[src/rtl/muldiv_pkg.sv]
// Shared definitions for the EX-stage multiply/divide engine: operation
// codes, controller states and the iteration count of the radix-2 datapath.
package muldiv_pkg;

   localparam int ITERS = 32;

   typedef enum logic [1:0] {
      OP_MULT  = 2'b00,
      OP_MULTU = 2'b01,
      OP_DIV   = 2'b10,
      OP_DIVU  = 2'b11
   } op_e;

   typedef enum logic [1:0] {
      ST_IDLE = 2'b00,
      ST_BUSY = 2'b01,
      ST_DONE = 2'b10
   } state_e;

   // Signed flavours take magnitudes and get a sign fix-up at the end
   function automatic logic isSignedOp(input op_e code);
      return (code == OP_MULT) || (code == OP_DIV);
   endfunction

   function automatic logic isDivOp(input op_e code);
      return (code == OP_DIV) || (code == OP_DIVU);
   endfunction

endpackage

[src/rtl/muldiv_iter_core.sv]
// Unsigned radix-2 datapath shared by multiply and divide. A single
// 2*WIDTH register holds {partial product, multiplier} for MUL and
// {partial remainder, dividend/quotient} for DIV; each step_i advances
// the operation by one bit.
module muldiv_iter_core #(
   parameter int WIDTH = 32
) (
   input  logic               clk,
   input  logic               rst,
   input  logic               load_i,
   input  logic               step_i,
   input  logic               isDiv_i,
   input  logic [WIDTH-1:0]   aMag_i,
   input  logic [WIDTH-1:0]   bMag_i,
   output logic [2*WIDTH-1:0] acc_o
);

   logic [2*WIDTH-1:0] acc_q, acc_d;
   logic [WIDTH-1:0]   b_q;
   logic [WIDTH:0]     mulSum;
   logic [2*WIDTH-1:0] mulNext;
   logic [WIDTH:0]     divPartial;
   logic [WIDTH:0]     divTrial;
   logic [2*WIDTH-1:0] divNext;

   // One shift-add or restoring-divide step, plus operand load
   always_comb begin
      mulSum     = {1'b0, acc_q[2*WIDTH-1:WIDTH]} + (acc_q[0] ? {1'b0, b_q} : '0);
      mulNext    = {mulSum, acc_q[WIDTH-1:1]};
      divPartial = acc_q[2*WIDTH-1:WIDTH-1];
      divTrial   = divPartial - {1'b0, b_q};
      if (!divTrial[WIDTH]) begin
         divNext = {divTrial[WIDTH-1:0], acc_q[WIDTH-2:0], 1'b1};
      end else begin
         divNext = {divPartial[WIDTH-1:0], acc_q[WIDTH-2:0], 1'b0};
      end
      acc_d = acc_q;
      if (load_i) begin
         acc_d = {{WIDTH{1'b0}}, aMag_i};
      end else if (step_i) begin
         acc_d = isDiv_i ? divNext : mulNext;
      end
   end

   // Accumulator and divisor/multiplicand registers
   always_ff @(posedge clk or posedge rst) begin
      if (rst) begin
         acc_q <= '0;
         b_q   <= '0;
      end else begin
         acc_q <= acc_d;
         if (load_i) begin
            b_q <= bMag_i;
         end
      end
   end

   assign acc_o = acc_q;

endmodule

[src/rtl/ex_muldiv_unit.sv]
// EX-stage iterative MULT/MULTU/DIV/DIVU engine. Holds the pipeline with
// stall_ex for the whole operation, pulses done in the final cycle and
// writes the architectural HI/LO pair as it leaves that cycle. An exception
// flush abandons the operation without touching HI/LO.
module ex_muldiv_unit
   import muldiv_pkg::*;
#(
   parameter int WIDTH = ITERS
) (
   input  logic             clk,
   input  logic             rst,
   input  logic             start,
   input  logic [1:0]       op,
   input  logic [WIDTH-1:0] a,
   input  logic [WIDTH-1:0] b,
   input  logic             flush,
   output logic             stall_ex,
   output logic             done,
   output logic [WIDTH-1:0] hi,
   output logic [WIDTH-1:0] lo
);

   localparam int CountWidth = $clog2(WIDTH);

   state_e                  state_q, state_d;
   logic [CountWidth-1:0]   count_q, count_d;
   logic                    isDiv_q, signA_q, signB_q, divZero_q;
   logic [WIDTH-1:0]        hi_q, lo_q, hi_d, lo_d;
   logic                    loadCore, stepCore, writeBack;
   op_e                     opCode;
   logic                    opIsDiv, opIsSigned;
   logic [WIDTH-1:0]        aMag, bMag;
   logic [2*WIDTH-1:0]      coreAcc, product;
   logic [WIDTH-1:0]        quotient, remainder;

   // Decode the incoming instruction and form operand magnitudes
   always_comb begin
      opCode     = op_e'(op);
      opIsDiv    = isDivOp(opCode);
      opIsSigned = isSignedOp(opCode);
      aMag       = (opIsSigned && a[WIDTH-1]) ? -a : a;
      bMag       = (opIsSigned && b[WIDTH-1]) ? -b : b;
   end

   // Controller next state; flush overrides everything including writeback
   always_comb begin
      state_d   = state_q;
      count_d   = count_q;
      loadCore  = 1'b0;
      stepCore  = 1'b0;
      writeBack = 1'b0;
      unique case (state_q)
         ST_IDLE: begin
            if (start) begin
               state_d  = ST_BUSY;
               count_d  = CountWidth'(WIDTH - 1);
               loadCore = 1'b1;
            end
         end
         ST_BUSY: begin
            stepCore = 1'b1;
            if (count_q == '0) begin
               state_d = ST_DONE;
            end else begin
               count_d = count_q - CountWidth'(1);
            end
         end
         ST_DONE: begin
            writeBack = 1'b1;
            state_d   = ST_IDLE;
         end
         default: begin
            state_d = ST_IDLE;
         end
      endcase
      if (flush) begin
         state_d   = ST_IDLE;
         loadCore  = 1'b0;
         stepCore  = 1'b0;
         writeBack = 1'b0;
      end
   end

   // State and iteration counter registers
   always_ff @(posedge clk or posedge rst) begin
      if (rst) begin
         state_q <= ST_IDLE;
         count_q <= '0;
      end else begin
         state_q <= state_d;
         count_q <= count_d;
      end
   end

   // Remember operation kind and operand signs for the final fix-up
   always_ff @(posedge clk or posedge rst) begin
      if (rst) begin
         isDiv_q   <= 1'b0;
         signA_q   <= 1'b0;
         signB_q   <= 1'b0;
         divZero_q <= 1'b0;
      end else if (loadCore) begin
         isDiv_q   <= opIsDiv;
         signA_q   <= opIsSigned & a[WIDTH-1];
         signB_q   <= opIsSigned & b[WIDTH-1];
         divZero_q <= (b == '0);
      end
   end

   muldiv_iter_core #(
      .WIDTH (WIDTH)
   ) u_core (
      .clk     (clk),
      .rst     (rst),
      .load_i  (loadCore),
      .step_i  (stepCore),
      .isDiv_i (isDiv_q),
      .aMag_i  (aMag),
      .bMag_i  (bMag),
      .acc_o   (coreAcc)
   );

   // Sign fix-up of the unsigned result; a zero divisor forces an all-ones quotient
   always_comb begin
      product   = (signA_q ^ signB_q) ? -coreAcc : coreAcc;
      quotient  = (signA_q ^ signB_q) ? -coreAcc[WIDTH-1:0] : coreAcc[WIDTH-1:0];
      if (divZero_q) begin
         quotient = '1;
      end
      remainder = signA_q ? -coreAcc[2*WIDTH-1:WIDTH] : coreAcc[2*WIDTH-1:WIDTH];
      hi_d      = isDiv_q ? remainder : product[2*WIDTH-1:WIDTH];
      lo_d      = isDiv_q ? quotient  : product[WIDTH-1:0];
   end

   // Architectural HI/LO, written only on leaving the done cycle
   always_ff @(posedge clk or posedge rst) begin
      if (rst) begin
         hi_q <= '0;
         lo_q <= '0;
      end else if (writeBack) begin
         hi_q <= hi_d;
         lo_q <= lo_d;
      end
   end

   assign stall_ex = ((state_q == ST_IDLE) && start) || (state_q == ST_BUSY) || (state_q == ST_DONE);
   assign done     = (state_q == ST_DONE);
   assign hi       = hi_q;
   assign lo       = lo_q;

endmodule

[config.mk]
export PLATFORM = sky130hd
export DESIGN_NAME = ex_muldiv_unit
export DESIGN_NICKNAME = d
export VERILOG_FILES = /design/src/rtl/muldiv_pkg.sv /design/src/rtl/muldiv_iter_core.sv /design/src/rtl/ex_muldiv_unit.sv
export SDC_FILE = /design/constraint.sdc
export NUM_CORES = 1
export LEC_CHECK = 0
export ABC_AREA = 1
export BUFFER_PORTS_ARGS = -buffer_cell sky130_fd_sc_hd__buf_2
export CORE_ASPECT_RATIO = 0.6
export CORE_MARGIN = 2
export CORE_UTILIZATION = 45
export DETAILED_ROUTE_END_ITERATION = 7
export MAX_ROUTING_LAYER = met4
export PLACE_DENSITY = 0.71
export SYNTH_ARGS = -nofsm -noshare
export SYNTH_HDL_FRONTEND = slang
export SYNTH_SLANG_ARGS = --single-unit
export TNS_END_PERCENT = 100
[constraint.sdc]
create_clock -name clk -period 16.13 [get_ports clk]
set_clock_uncertainty 0.05 [all_clocks]
set_input_delay 3.226 -clock clk [delete_from_list [all_inputs] [get_ports clk]]
set_output_delay 3.226 -clock clk [all_outputs]
set_load 0.005 [all_outputs]
* Yosys cells after proc, flatten, opt, wreduce, memory -nomap -nowiden *
Cells that the tools add are included.

operators by class
  eq/ne operators = 8
  bitwise logic cells = 3
  multiplexer cells = 27
  reduce and logical (&&, ||, !) cells = 15
  add/subtract/negate cells = 8

operators by type and width
  operator                                             count
  two-way mux 64 bit                                   5
  two-way mux 32 bit                                   8
  negation 32 bit                                      4
  negation 64 bit                                      1
  adder 32 x 33 -> 33 bit                              1
  subtractor 33 x 32 -> 33 bit                         1
  zero test 32 bit                                     1
  two-way mux 5 bit                                    2
  one-hot mux 5 bit (2 select lines)                   1
  two-way mux 1 bit                                    7
  equality test 2 bit, second input constant           3
  two-way mux 2 bit                                    3
  != test 3 bit, second input constant                 2
  zero test 5 bit                                      1
  subtractor 5 x 1 -> 5 bit, second input constant     1
  zero test 2 bit                                      2
  logical OR 1 bit                                     4
  != test 2 bit, second input constant                 2
  one-hot mux 2 bit (2 select lines)                   1
  nonzero test 2 bit                                   2
  logical AND 1 bit                                    3
  AND reduction 3 bit                                  1
  bitwise AND 1 bit                                    2
  equality test 2 x 1 -> 1 bit, second input constant  1
  2 further kinds                                      2

storage, ports and cells
  word-level logic and storage cells = 71
  register bits after elaboration = 171

* Depth between registers and ports, before layout *
  depth in word-level cells = 5
  mapped depth = 22

* By module *
Synthesis repeated with hierarchy kept, for this count alone.

unflattened totals
  cell total of the unflattened synthesis = 2802
  area total of the unflattened synthesis = 16763.6 µm²

modules (own cells, without submodules)
  module            instances  area each (µm²)  cells each
  muldiv_iter_core  1          9515.4           1603
  ex_muldiv_unit    1          7248.2           1199

* Worst setup path before layout *
No wires, ideal clock.

  path kind = input to output
  start point = in start
  end point = out stall_ex
  arrival time = 3452 ps
  cell stages on the path = 2
  path buffers = 0
  slack = 9402 ps
  cells stage by stage = nand2_1 -> nand3_1

on the way
  longest elaborated chain between the ends = 3

ends and longest elaborated chain
  item                           RTL line               source
  from (decl)                    ex_muldiv_unit.sv:12   input logic start,
  logical AND 1 bit              ex_muldiv_unit.sv:146  assign stall_ex = ((state_q == ST_IDLE) && start) || (state_q == ST_BUSY) || (state_q == ST_DONE);
  logical OR 1 bit (2 in a row)  ex_muldiv_unit.sv:146
  to (decl)                      ex_muldiv_unit.sv:17   output logic stall_ex,

No other way between the ends.

* Worst setup path after layout *
Ends and elaborated chain as after synthesis.

==> summary.txt <==
Routing
  – Vias per cell: approximately 5.5
  – ANT nets after route: 0
  – Via count: 19100
  – Wire length per cell: 18.7 µm
  – DR DRC count: 0
  – Routed WL: ~65000 µm
  – Iteration-0 DRC Markers: about 2500
  – First-pass detailed-route iteration total: 6

Setup path
  – CP endpoint kind: primary output
  – CP startpoint kind: input pin
  – Worst R2R Path Depth: 17
  – Maximum net fanout on the critical path: 6
  – Worst reg2reg setup slack: ~13000 ps
  – Reg-to-reg endpoint: u_core.acc_o[39]$_DFFE_PP0P_
  – CP Data Required Time: 12850 ps
  – Crit path arrival time: between 3000 and 4000 ps
  – Kind of critical path: input pin to primary output
  – Reg2reg start: u_core.acc_o[31]$_DFFE_PP0P_

GRT
  – Total grt overflow: 0
  – Largest net degree at the start of global routing: between 60 and 70
  – Busiest grt layer: met1
  – First-pass GRT wire length: ~100000 µm
  – Met2 usage: between 40% and 50%
  – Total track usage: about a third
  – Initial antenna violation count: 0
  – Vias in the first global route: between 15000 and 20000
  – Routing usage on met3: around 8.9%
  – Global routing met1 resource utilization: 54.3%

Status
  – Status: finished clean

Yosys
  – Post-synth cell types: 55
  – Count leader, synth: nand2_1
  – Mapped Cells: 2858
  – Post-synth EDFFs: 0
  – Netlist Area Pre-Place: between 15000 and 20000 µm²
  – Syn Area/Cell: about 6.0 µm²
  – Synth Register Bits: around 170
  – Net Count, Synth: 3000
  – Warning count from the yosys run: 0
  – Synth area leader: dfrtp_1
  – Ys async rst share: 100%
  – Prevailing post-synth register cell: dfrtp_1
  – Top cells by area, synth: dfrtp_1 (25%), nand2_1 (21%), inv_1 (9.8%)
  – Top cell type's share of synthesized area: between 20% and 30%
  – Top cells by count, synth: nand2_1 (976), inv_1 (444), nor2_1 (272), nand3_1 (231), dfrtp_1 (171)
  – Sequential cell area fraction in the yosys report: roughly a quarter

Timing
  – Minimum clock period: just over 7000 ps
  – Final setup fails: 0
  – Rel. slew slack: about 31%
  – Final slew viol count: 0
  – Final Hold Viols: 0
  – Fmax: 0.141 GHz
  – Hold Slack: 430 ps
  – Period utilisation layout: 43.9%
  – Final TNS setup: 0 ps
  – Setup ws final: roughly 9000 ps
  – Slew @ Worst Pin: 1040 ps
  – RSZ-0062 raised after global routing: no

Power and ir drop
  – Clk pwr share: 11.6%
  – Sw Ratio: 57.2%
  – NetSw: 2140 µW
  – Sequential share of power: about a quarter
  – Int Pwr: 1600 µW
  – Static leakage: 0.0103 µW
  – Max VDD drop: 82.0 µV
  – Comb pwr share: between 60 and 70%
  – Cell Pwr Density: 200 nW/µm²

Layout
  – Area Growth Syn to Fin: 9.71%
  – Ant. Diodes: 0
  – Layout cells sized above 1: roughly 8.8%
  – Nets@finish: slightly above 3000

Clock network
  – CTS resizes: 0
  – # H-tree levels: 4
  – Clk root buf: clkbuf_16
  – Sink Count: ~170
  – Post-CTS Setup Repair Bufs: 0
  – CTS tree: built
  – Num CTS Buffers: 17
  – Cts hold-fix bufs: 0
  – CTS Buffer Depth: 2
  – Clock transition at path regs: ~60 ps
  – Clk_lat worst skew: ~470 ps

Floorplan
  – Full die area: ~40000 µm²
  – Die H: about 150 µm
  – Initial Util: between 40% and 50%
  – Die X: about 260 µm
  – Core Box Area: ~38000 µm²
  – I/O pin total: approximately 140
  – Row count: between 50 and 60

Min path
  – Hold EP: hi[16]$_DFFE_PP0P_
  – HP Start: hi[16]$_DFFE_PP0P_
  – Class of the worst hold path: flop to flop
  – Hold Path Cell Cnt: 2

Placement
  – Post-place setup slack: between 9000 and 10000 ps
  – Port buffer count: 135
  – HPWL Detailed: roughly 52000 µm
  – Routability Congestion: 1.01

Flow run
  – Max-cap violations: 0
stage by stage:
step                      power (µW)  util (%)  instances  area, µm²
after floorplan                 2450         -       2858      17100
after global placement          3160      48.3       3437      18100
after detailed placement        3200      48.3       3437      18100
after CTS                       3650      49.9       3469      18700
after global routing            4020      49.9       3469      18700
final                           3730      49.9       3469      18700
registers in the layout, summed over array words and instances (netlist names):
register,count
state_q,2
u_core.b_q,32
signB_q,1
hi,32
u_core.acc_o,64
signA_q,1
count_q,5
lo,32
divZero_q,1
isDiv_q,1
area by class of cell:
cell class                      count  area [µm²]
Clock inverter                     13         150
Fill cell                        3983       18800
Clock buffer                       19         443
Multi-Input combinational cell   2152       10700
Tap cell                          513         642
Timing Repair Buffer              148         773
Inverter                          453        1710
Sequential cell                   171        4280
cell families (layout without fill, tap and decap cells):
| logic type | after synthesis | in the layout | share of synthesized area (%) |
|---|---|---|---|
| simple gates | 1626 | 1626 | 40.3 |
| fa+ha+maj | 72 | 72 | 5.37 |
| flops | 171 | 171 | 25.1 |
| compound gates | 358 | 358 | 12.1 |
| xor+xnor | 96 | 96 | 4.93 |
| buf+inv | 535 | 633 | 12.2 |
routing by layer:
metal	part of all wire [%]	vias to the layer above
met1	50	8814
met2	35	1010
met5	0	-
met4	0.75	0
li1	-	9200
met3	14	33
critical path, stage by stage:
cell     delay (ps)
buf_2           110
nand2_1         210
nand3_1         120
buf_2           140
layout by cell type, fill, tap and decap left out, drive strengths merged, types with 2 or more instances in the layout:
cell and n:
nand3 247, a21oi 92, nor4 3, a21o 3, a31oi 18, nand2 1009, a2bb2oi 12, o31ai 6
nor2 278, buf 148, a22oi 7, clkbuf 19, dfrtp 171, clkinv 5, nor3 35, o21bai 12
inv 460, ha 70, o211ai 22, nand3b 11, fa 2, or2 4, xnor2 18, and2 6
nand4 33, xor2 78, o22ai 20, o21ai 158, o221ai 2
how the worst max path moves through the flow:
stage,slack [ps],cells past startpoint,to,from
after floorplan,8220,1,count_q[0]$_DFFE_PP0P_,rst
after global placement,9060,4,stall_ex,start
after detailed placement,9050,4,stall_ex,start
after CTS,9050,4,stall_ex,start
after global routing,9010,4,stall_ex,start
final,9050,4,stall_ex,start
power by group through the flow:
stage               clock, µW  sequential, µW  combinational (µW)
finish                    433             913                2390
floorplan                   0             753                1700
CTS                       439             890                2320
detailed placement          0             896                2310
global route              452             922                2640
global placement            0             891                2270
Note: power is estimated with default switching activity, not from simulation.
